### src/rtl/pipe_reg_skid_if.sv
// Handshake bundle for pipe_reg_skid: upstream (in_*) and downstream (out_*) valid/ready/data.
interface pipe_reg_skid_if #(
  parameter int unsigned WIDTH = 32
);
  logic             in_valid;
  logic             in_ready;
  logic [WIDTH-1:0] in_data;
  logic             out_valid;
  logic             out_ready;
  logic [WIDTH-1:0] out_data;

  modport master (
    output in_valid, in_data, out_ready,
    input  in_ready, out_valid, out_data
  );

  modport slave (
    input  in_valid, in_data, out_ready,
    output in_ready, out_valid, out_data
  );
endinterface

### src/rtl/pipe_reg_skid.sv
// Elastic pipeline register: 2-entry skid buffer, registered in_ready, synchronous flush.
// Optional PIPE_REG_SKID_STALLCNT_EN adds a saturating downstream-stall cycle counter.
module pipe_reg_skid #(
  parameter int unsigned     WIDTH     = 32,
  parameter logic [WIDTH-1:0] RESET_VAL = {WIDTH{1'b0}}
) (
  input  logic        clk,
  input  logic        clrn,
  input  logic        flush,
`ifdef PIPE_REG_SKID_STALLCNT_EN
  input  logic        stall_cnt_clr,
  output logic [31:0] stall_cnt,
`endif
  pipe_reg_skid_if.slave bus
);

  typedef enum logic [1:0] {
    EMPTY = 2'd0,
    BUSY  = 2'd1,
    FULL  = 2'd2
  } state_e;

  state_e           state_q, state_d;
  logic [WIDTH-1:0] main_q, main_d;
  logic [WIDTH-1:0] skid_q, skid_d;
  logic             in_ready_q, in_ready_d;
  logic             occupied;
  logic             in_fire;
  logic             out_fire;

  assign occupied = (state_q != EMPTY);
  assign in_fire  = bus.in_valid && in_ready_q;
  assign out_fire = occupied && bus.out_ready;

  assign bus.out_valid = occupied;
  assign bus.out_data  = main_q;
  assign bus.in_ready  = in_ready_q;

  // State register
  always_ff @(posedge clk or negedge clrn) begin
    if (!clrn) begin
      state_q <= EMPTY;
    end else begin
      state_q <= state_d;
    end
  end

  // Next-state logic; flush overrides every transition
  always_comb begin
    state_d = state_q;
    if (flush) begin
      state_d = EMPTY;
    end else begin
      case (state_q)
        EMPTY: if (in_fire) state_d = BUSY;
        BUSY: begin
          if (in_fire && !out_fire)      state_d = FULL;
          else if (!in_fire && out_fire) state_d = EMPTY;
        end
        FULL:  if (out_fire) state_d = BUSY;
        default: state_d = EMPTY;
      endcase
    end
  end

  // Datapath and in_ready next values; data registers are left untouched on flush
  always_comb begin
    main_d     = main_q;
    skid_d     = skid_q;
    in_ready_d = (state_d != FULL);
    if (!flush) begin
      case (state_q)
        EMPTY: if (in_fire) main_d = bus.in_data;
        BUSY: begin
          if (in_fire && out_fire) main_d = bus.in_data;
          else if (in_fire)        skid_d = bus.in_data;
        end
        FULL:  if (out_fire) main_d = skid_q;
        default: ;
      endcase
    end
  end

  always_ff @(posedge clk or negedge clrn) begin
    if (!clrn) begin
      main_q     <= RESET_VAL;
      skid_q     <= RESET_VAL;
      in_ready_q <= 1'b0;
    end else begin
      main_q     <= main_d;
      skid_q     <= skid_d;
      in_ready_q <= in_ready_d;
    end
  end

`ifdef PIPE_REG_SKID_STALLCNT_EN
  logic [31:0] stall_cnt_q, stall_cnt_d;

  // Saturating count of cycles where the head is held by downstream
  always_comb begin
    stall_cnt_d = stall_cnt_q;
    if (stall_cnt_clr) begin
      stall_cnt_d = 32'd0;
    end else if (occupied && !bus.out_ready && (stall_cnt_q != 32'hFFFF_FFFF)) begin
      stall_cnt_d = stall_cnt_q + 32'd1;
    end
  end

  always_ff @(posedge clk or negedge clrn) begin
    if (!clrn) begin
      stall_cnt_q <= 32'd0;
    end else begin
      stall_cnt_q <= stall_cnt_d;
    end
  end

  assign stall_cnt = stall_cnt_q;
`endif

endmodule

### src/flat_wrapper.sv
// flat-port wrapper written by rule: the top's interface ports become plain ports
module pipe_reg_skid_flat 
#(
  parameter int unsigned     WIDTH     = 32,
  parameter logic [WIDTH-1:0] RESET_VAL = {WIDTH{1'b0}}
)
  (clk, clrn, flush, bus_in_valid, bus_in_data, bus_out_ready, bus_in_ready, bus_out_valid, bus_out_data);
  pipe_reg_skid_if #(.WIDTH(WIDTH)) bus_i ();
  input  logic clk;
  input  logic clrn;
  input  logic flush;
  input wire logic [$bits(bus_i.in_valid)-1:0] bus_in_valid;
  input wire logic [$bits(bus_i.in_data)-1:0] bus_in_data;
  input wire logic [$bits(bus_i.out_ready)-1:0] bus_out_ready;
  output wire logic [$bits(bus_i.in_ready)-1:0] bus_in_ready;
  output wire logic [$bits(bus_i.out_valid)-1:0] bus_out_valid;
  output wire logic [$bits(bus_i.out_data)-1:0] bus_out_data;
  assign bus_i.in_valid = bus_in_valid;
  assign bus_i.in_data = bus_in_data;
  assign bus_i.out_ready = bus_out_ready;
  assign bus_in_ready = bus_i.in_ready;
  assign bus_out_valid = bus_i.out_valid;
  assign bus_out_data = bus_i.out_data;
  pipe_reg_skid #(.WIDTH(WIDTH), .RESET_VAL(RESET_VAL)) u_core (.clk(clk), .clrn(clrn), .flush(flush), .bus(bus_i));
endmodule
### config.mk
export PLATFORM = sky130hd
export DESIGN_NAME = pipe_reg_skid_flat
export DESIGN_NICKNAME = d
export VERILOG_FILES = /design/src/rtl/pipe_reg_skid_if.sv /design/src/rtl/pipe_reg_skid.sv /design/src/flat_wrapper.sv
export SDC_FILE = /design/constraint.sdc
export NUM_CORES = 1
export LEC_CHECK = 0
export BUFFER_PORTS_ARGS = -buffer_cell sky130_fd_sc_hd__buf_2
export CORE_UTILIZATION = 50
export DETAILED_ROUTE_END_ITERATION = 6
export HOLD_SLACK_MARGIN = 0.15
export PLACE_DENSITY = 0.76
export SYNTH_ARGS = -nofsm -noshare
export SYNTH_HDL_FRONTEND = slang
export SYNTH_SLANG_ARGS = --single-unit
### constraint.sdc
create_clock -name clk -period 2.7 [get_ports clk]
set_input_delay 0.27 -clock clk [delete_from_list [all_inputs] [get_ports clk]]
set_output_delay 0.27 -clock clk [all_outputs]
set_load 0.01 [all_outputs]
# Yosys cells after proc, flatten, opt, wreduce, memory -nomap -nowiden
# Index checks and enable logic that the tools add are counted.
[word_totals] reg_bits=67 ramBits=0 memories=0 input_bits=37 wordCells=34 latchBits=0 output_inout_bits=34 romBits=0
[classes] n_div=0 magnitude_cmp=0 bitwise_logic=2 muxes=10 eq_ne=6 add_sub_neg=0 n_shift=0 n_mul=0 n_reduce_logical=12
[op_table] cell="$mux W32" count=3
[op_table] cell="$pmux W32 S3" count=1
[op_table] cell="$mux W2" count=5
[op_table] cell="$ne A2 B1 Y1 const B" count=3
[op_table] cell="$pmux W2 S3" count=1
[op_table] cell="$logic_and A1 B1 Y1" count=5
[op_table] cell="$reduce_and A5 Y1" count=1
[op_table] cell="$reduce_and A4 Y1" count=1
[op_table] cell="$reduce_bool A3 Y1" count=1
[op_table] cell="$eq A2 B1 Y1 const B" count=1
[op_table] cell="$eq A2 B2 Y1 const B" count=1
[op_table] cell="$logic_not A1 Y1" count=2
[op_table] cell="$logic_not A2 Y1" count=1
[op_table] cell="$ne A2 B2 Y1 const B" count=1
[op_table] cell="$not A1 Y1" count=2
[op_table] cell="$reduce_bool A2 Y1" count=1

# Logic depth before layout (Yosys ltp)
[depth] ltp_word=8 mapped_depth=6 ltp_nobuf=4

# Worst setup path after synthesis
# Ideal clock, no wire load.
[synth_timing] kind="reg2reg" start="register u_core.in_ready_q (netlist: u_core.bus.in_ready)" end="register u_core.skid_q[0]" n_path_buf=1 arrival_time_ns=1.458 t_required_ns=2.575 setup_time_ns=0.125 synth_period_minus_slack_ns=1.583 stages_incl_launch_ff=5 setup_slack_ns=1.117 cell_sequence="dfrtp_1 > nand2_1 > nor4_4 > buf_6 > mux2_2"
[synth_between] elab_chain_len=4
[synth_lines] item="start: declaration" line_no="pipe_reg_skid.sv:26" rtl="logic in_ready_q, in_ready_d;"
[synth_lines] item="start signal: assignment" line_no="pipe_reg_skid.sv:92" rtl="in_ready_q <= in_ready_d;"
[synth_lines] item="$logic_and A1 B1 Y1 *" line_no="pipe_reg_skid.sv:32" rtl="assign in_fire = bus.in_valid && in_ready_q;"
[synth_lines] item="$logic_and A1 B1 Y1" line_no="pipe_reg_skid.sv:75" rtl="if (in_fire && out_fire) main_d = bus.in_data;"
[synth_lines] item="$not A1 Y1 (no source line)"
[synth_lines] item="$reduce_and A4 Y1 (no source line) *"
[synth_lines] item="end signal: assignment" line_no="pipe_reg_skid.sv:91" rtl="skid_q <= skid_d;"
[synth_lines] item="end: declaration" line_no="pipe_reg_skid.sv:25" rtl="logic [WIDTH-1:0] skid_q, skid_d;"
# Mark *: on every way between the ends. The rest lies on a longest branch, timed or not.
# A chain may end at the register's enable or synchronous reset.

# Final worst setup path
[layout_timing] start="register u_core.state_q[0]" end="register u_core.main_q[10] (netlist: u_core.bus.out_data[10])"
[layout_between] elab_chain_len=5 word_cells_on_any_way=12 cone_classes="5 x eq/ne; 1 x mux; 6 x reduce/logical"
[layout_lines] item="start: declaration" line_no="pipe_reg_skid.sv:23" rtl="state_e state_q, state_d;"
[layout_lines] item="start signal: assignment" line_no="pipe_reg_skid.sv:44" rtl="state_q <= state_d;"
[layout_lines] item="$reduce_bool A2 Y1" line_no="pipe_reg_skid.sv:31" rtl="assign occupied = (state_q != EMPTY);"
[layout_lines] item="$logic_and A1 B1 Y1" line_no="pipe_reg_skid.sv:33" rtl="assign out_fire = occupied && bus.out_ready;"
[layout_lines] item="$logic_and A1 B1 Y1" line_no="pipe_reg_skid.sv:75"
[layout_lines] item="$ne A2 B1 Y1 (no source line)"
[layout_lines] item="$reduce_and A5 Y1 (no source line)"
[layout_lines] item="end signal: assignment" line_no="pipe_reg_skid.sv:90" rtl="main_q <= main_d;"
[layout_lines] item="end: declaration" line_no="pipe_reg_skid.sv:24" rtl="logic [WIDTH-1:0] main_q, main_d;"
# Several ways; a longest one is shown, not always the timed one.

==> run_results.csv <==
group,metric,value,unit
outcome,run_status,"finished clean",
clock_network,clock_tree.root_cell,"sky130_fd_sc_hd__clkbuf_8",
floorplanning,chipWidth,77.8,µm
final_layout,drive_above_1_share,0.416,
clock_network,max-clock-path-buffers,2,
synthesis,ys_seq_elements,67,
synthesis,synth-seq-area-share,0.584,
timing,relSlewSlack,0.589,
drt,routedWlPerCell,14.2,µm
critical_path,cp.arrival,1.95,ns
global_route,maximum_number_of_pins_on_one_net_before_global_route_repair,35,
critical_path,rr_worst_depth,4,
placed_design,post-place-ws,0.972,ns
global_route,grt_residual_overflow,0,
final_layout,n_antenna_cell,0,
critical_path,critical_path.slowest_cell,"sky130_fd_sc_hd__nand2b_2",
hold_path,hp-class,"in2reg",
pwr,cellPowerDensity,851,mW/mm²
synthesis,net_count_of_the_mapped_netlist,261,
timing,setup_slack,0.966,ns
drt,finalWirelength,5360,µm
drt,num_vias,1920,
final_layout,commonest_cells_after_routing_fill_and_taps_aside,"70 x sky130_fd_sc_hd__buf_2, 67 x sky130_fd_sc_hd__dfrtp_1, 33 x sky130_fd_sc_hd__nor2_1",
floorplanning,initial_core_util,0.521,
drt,viasPerCell,5.09,
global_route,antenna_found_initial,0,
timing,rsz0062_at_grt,"false",
synthesis,yosys.area.top_type_share,0.584,
timing,setup-violations-final,0,
critical_path,cp_cell_sequence,"nand2b_2 > buf_4 > mux2i_1 > a21oi_1",
timing,final.period_utilization,0.642,
critical_path,end_kind,"flop",
floorplanning,ios,71,
critical_path,timing.critical_path.fanout_max,18,
drt,starting_drc_count_in_detailed_routing,121,
global_route,overall_global_routing_usage,0.197,
pwr,finalPower,0.00302,W
flow_run,cap_viol_max_count,0,
pwr,ir_drop,556,µV
drt,ant_nets,0,
placed_design,io_buffer_count,70,
synthesis,post-synth-top-area-cell,"sky130_fd_sc_hd__dfrtp_1",
clock_network,cts_made_buffers,9,
clock_network,register_clock_pin_slew_on_the_reported_worst_setup_and_hold_paths,0.08,ns
drt,drcViolationCount,0,
timing,drv_slew,0,
hold_path,min_delay_path_depth,2,
clock_network,ctsResizeCount,0,
synthesis,synthCells,224,
timing,fin_skew,0.00749,ns
global_route,global_route_wire_length_before_repair,9090,µm
timing,max_freq,577,MHz
final_layout,growth_of_design_area_from_synthesis_to_finish,23.6,%
synthesis,post_synth_main_area_contributors,"sky130_fd_sc_hd__dfrtp_1 58%, sky130_fd_sc_hd__mux2_2 12%, sky130_fd_sc_hd__mux2i_1 11%, sky130_fd_sc_hd__a21oi_1 5.6%, sky130_fd_sc_hd__nor2_1 4.3%",
final_layout,fillerInstances,446,
hold_path,min_to,"u_core.skid_q[4]$_DFFE_PN0P_",
timing,timing.final.crit_period,1.73,ns
placed_design,detailed_place_hpwl,3590,µm
critical_path,regToRegSetupSlack,0.97,ns
clock_network,cts_post_setup_buffers_inserted,0,
global_route,first_global_vias,1981,
critical_path,cp_data_required_time,2.91,ns
critical_path,worstReg2RegStart,"u_core.state_q[0]$_DFF_PN0_",
synthesis,synth_warnings,0,
clock_network,cts-htree-levels,3,
synthesis,syn-mean-instance-area,12.8,µm²
final_layout,fin_nets,337,
critical_path,timing.rr.end,"u_core.bus.out_data[10]$_DFFE_PN0P_",
synthesis,syn-cell-area,0.00287,mm²
timing,finalSetupTns,0,ns
clock_network,tritoncts,"done",
clock_network,clock_latency,0.33,ns
timing,worst_slew_pin_slew,0.617,ns
drt,dr.pass1.iters,5,
clock_network,cts_sinks,67,
floorplanning,fp.dieArea,0.00605,mm²
critical_path,worst_setup_path_start_kind,"flop",
pwr,total_leakage_power,1.81,nW
floorplanning,floorplan.rows,27,
synthesis,synthDistinctLibCells,21,
critical_path,slowest_delay,0.55,ns
floorplanning,fp.dieH,77.8,µm
timing,timing.final.hold_violations,0,
critical_path,worstSetupPathType,"reg2reg",
final_layout,layout.cells.most_common,"sky130_fd_sc_hd__buf_2",
floorplanning,floorplan_core_area,0.00551,mm²
hold_path,worstHoldStart,"bus_in_data[4]",
placed_design,gp_routability_congestion,0.682,
power by group:
group          internal [W]  switching (W)
clock              0.000734       0.000387
combinational      0.000275       0.000250
sequential          0.00125       0.000124
total               0.00226       0.000761
logic make-up after synthesis:
kind of cell	Yosys count	share of synthesized area
buf+inv	14	0.0370
compound gates	35	0.0680
simple gates	44	0.0741
flops	67	0.584
mux	64	0.237
state kept, by name, summed over array words and instances, names as in the netlist:
signal,count
u_core.skid_q,32
u_core.bus.in_ready,1
u_core.bus.out_data,32
u_core.state_q,2
stage by stage:
stage | utilization | cell area, µm² | hold WS [ns] | cells
after detailed placement | 0.593 | 3260 | 0.245 | 360
after CTS | 0.644 | 3550 | 0.151 | 377
final | 0.644 | 3550 | 0.171 | 377
after global placement | 0.593 | 3260 | 0.235 | 360
after floorplan | - | 2870 | -0.0256 | 224
after global routing | 0.644 | 3550 | 0.170 | 377
synth_stat cells:
cell type and instances:
sky130_fd_sc_hd__a21o_1 1, sky130_fd_sc_hd__a21oi_1 32, sky130_fd_sc_hd__a31oi_1 1, sky130_fd_sc_hd__a31oi_4 1
sky130_fd_sc_hd__buf_2 7, sky130_fd_sc_hd__buf_6 6, sky130_fd_sc_hd__dfrtp_1 67, sky130_fd_sc_hd__inv_1 1
sky130_fd_sc_hd__mux2_1 2, sky130_fd_sc_hd__mux2_2 30, sky130_fd_sc_hd__mux2i_1 32, sky130_fd_sc_hd__nand2_1 1
sky130_fd_sc_hd__nand2b_1 2, sky130_fd_sc_hd__nand3_1 1, sky130_fd_sc_hd__nand3b_1 2, sky130_fd_sc_hd__nand4b_1 1
sky130_fd_sc_hd__nand4bb_1 1, sky130_fd_sc_hd__nor2_1 33, sky130_fd_sc_hd__nor3_1 1, sky130_fd_sc_hd__nor4_4 1
sky130_fd_sc_hd__or2_2 1
cell type report:
class                      instances  area [µm²]  share of cell area
clock buffer                      10         138              0.0388
clock inverter                     6         136              0.0384
inverter                           1        3.75             0.00106
multi-input combinational        143        1090               0.307
sequential                        67        1680               0.472
tap                               72        90.1              0.0254
timing repair buffer              78         413               0.116
repair_timing:
action                                  4_1_cts  5_1_grt
hold endpoints to repair                     18        0
endpoints found under the setup margin        0        0
hold buffers                                  1        0
critical path: cells and delay by family, from the launching register on:
family | cells | cell delay (ns)
simple gates | 1 | 0.55
buf+inv | 1 | 0.34
compound gates | 1 | 0.08
flops | 1 | 0.41
mux | 1 | 0.22
layer usage:
metal  vias to the layer above  track usage  share of wire
met4                         0       0.0962          0.015
met5                         -            0              0
met3                        10       0.0459          0.051
met2                        52        0.325           0.48
li1                        935            -              -
met1                       923        0.244           0.46
worst max path at each step:
stage                                           to  slack, ns                          start  cells past startpoint
6_report       u_core.bus.out_data[10]$_DFFE_PN0P_       0.97    u_core.state_q[0]$_DFF_PN0_                      4
5_1_grt        u_core.bus.out_data[16]$_DFFE_PN0P_       0.83    u_core.state_q[0]$_DFF_PN0_                      4
4_1_cts        u_core.bus.out_data[10]$_DFFE_PN0P_       0.94    u_core.state_q[0]$_DFF_PN0_                      4
3_5_place_dp   u_core.bus.out_data[11]$_DFFE_PN0P_       0.97    u_core.state_q[0]$_DFF_PN0_                      4
3_3_place_gp   u_core.bus.out_data[23]$_DFFE_PN0P_       0.99    u_core.state_q[0]$_DFF_PN0_                      4
2_1_floorplan         u_core.skid_q[0]$_DFFE_PN0P_       1.12  u_core.bus.in_ready$_DFF_PN0_                      4
Note: power is estimated with default switching activity, not from simulation.
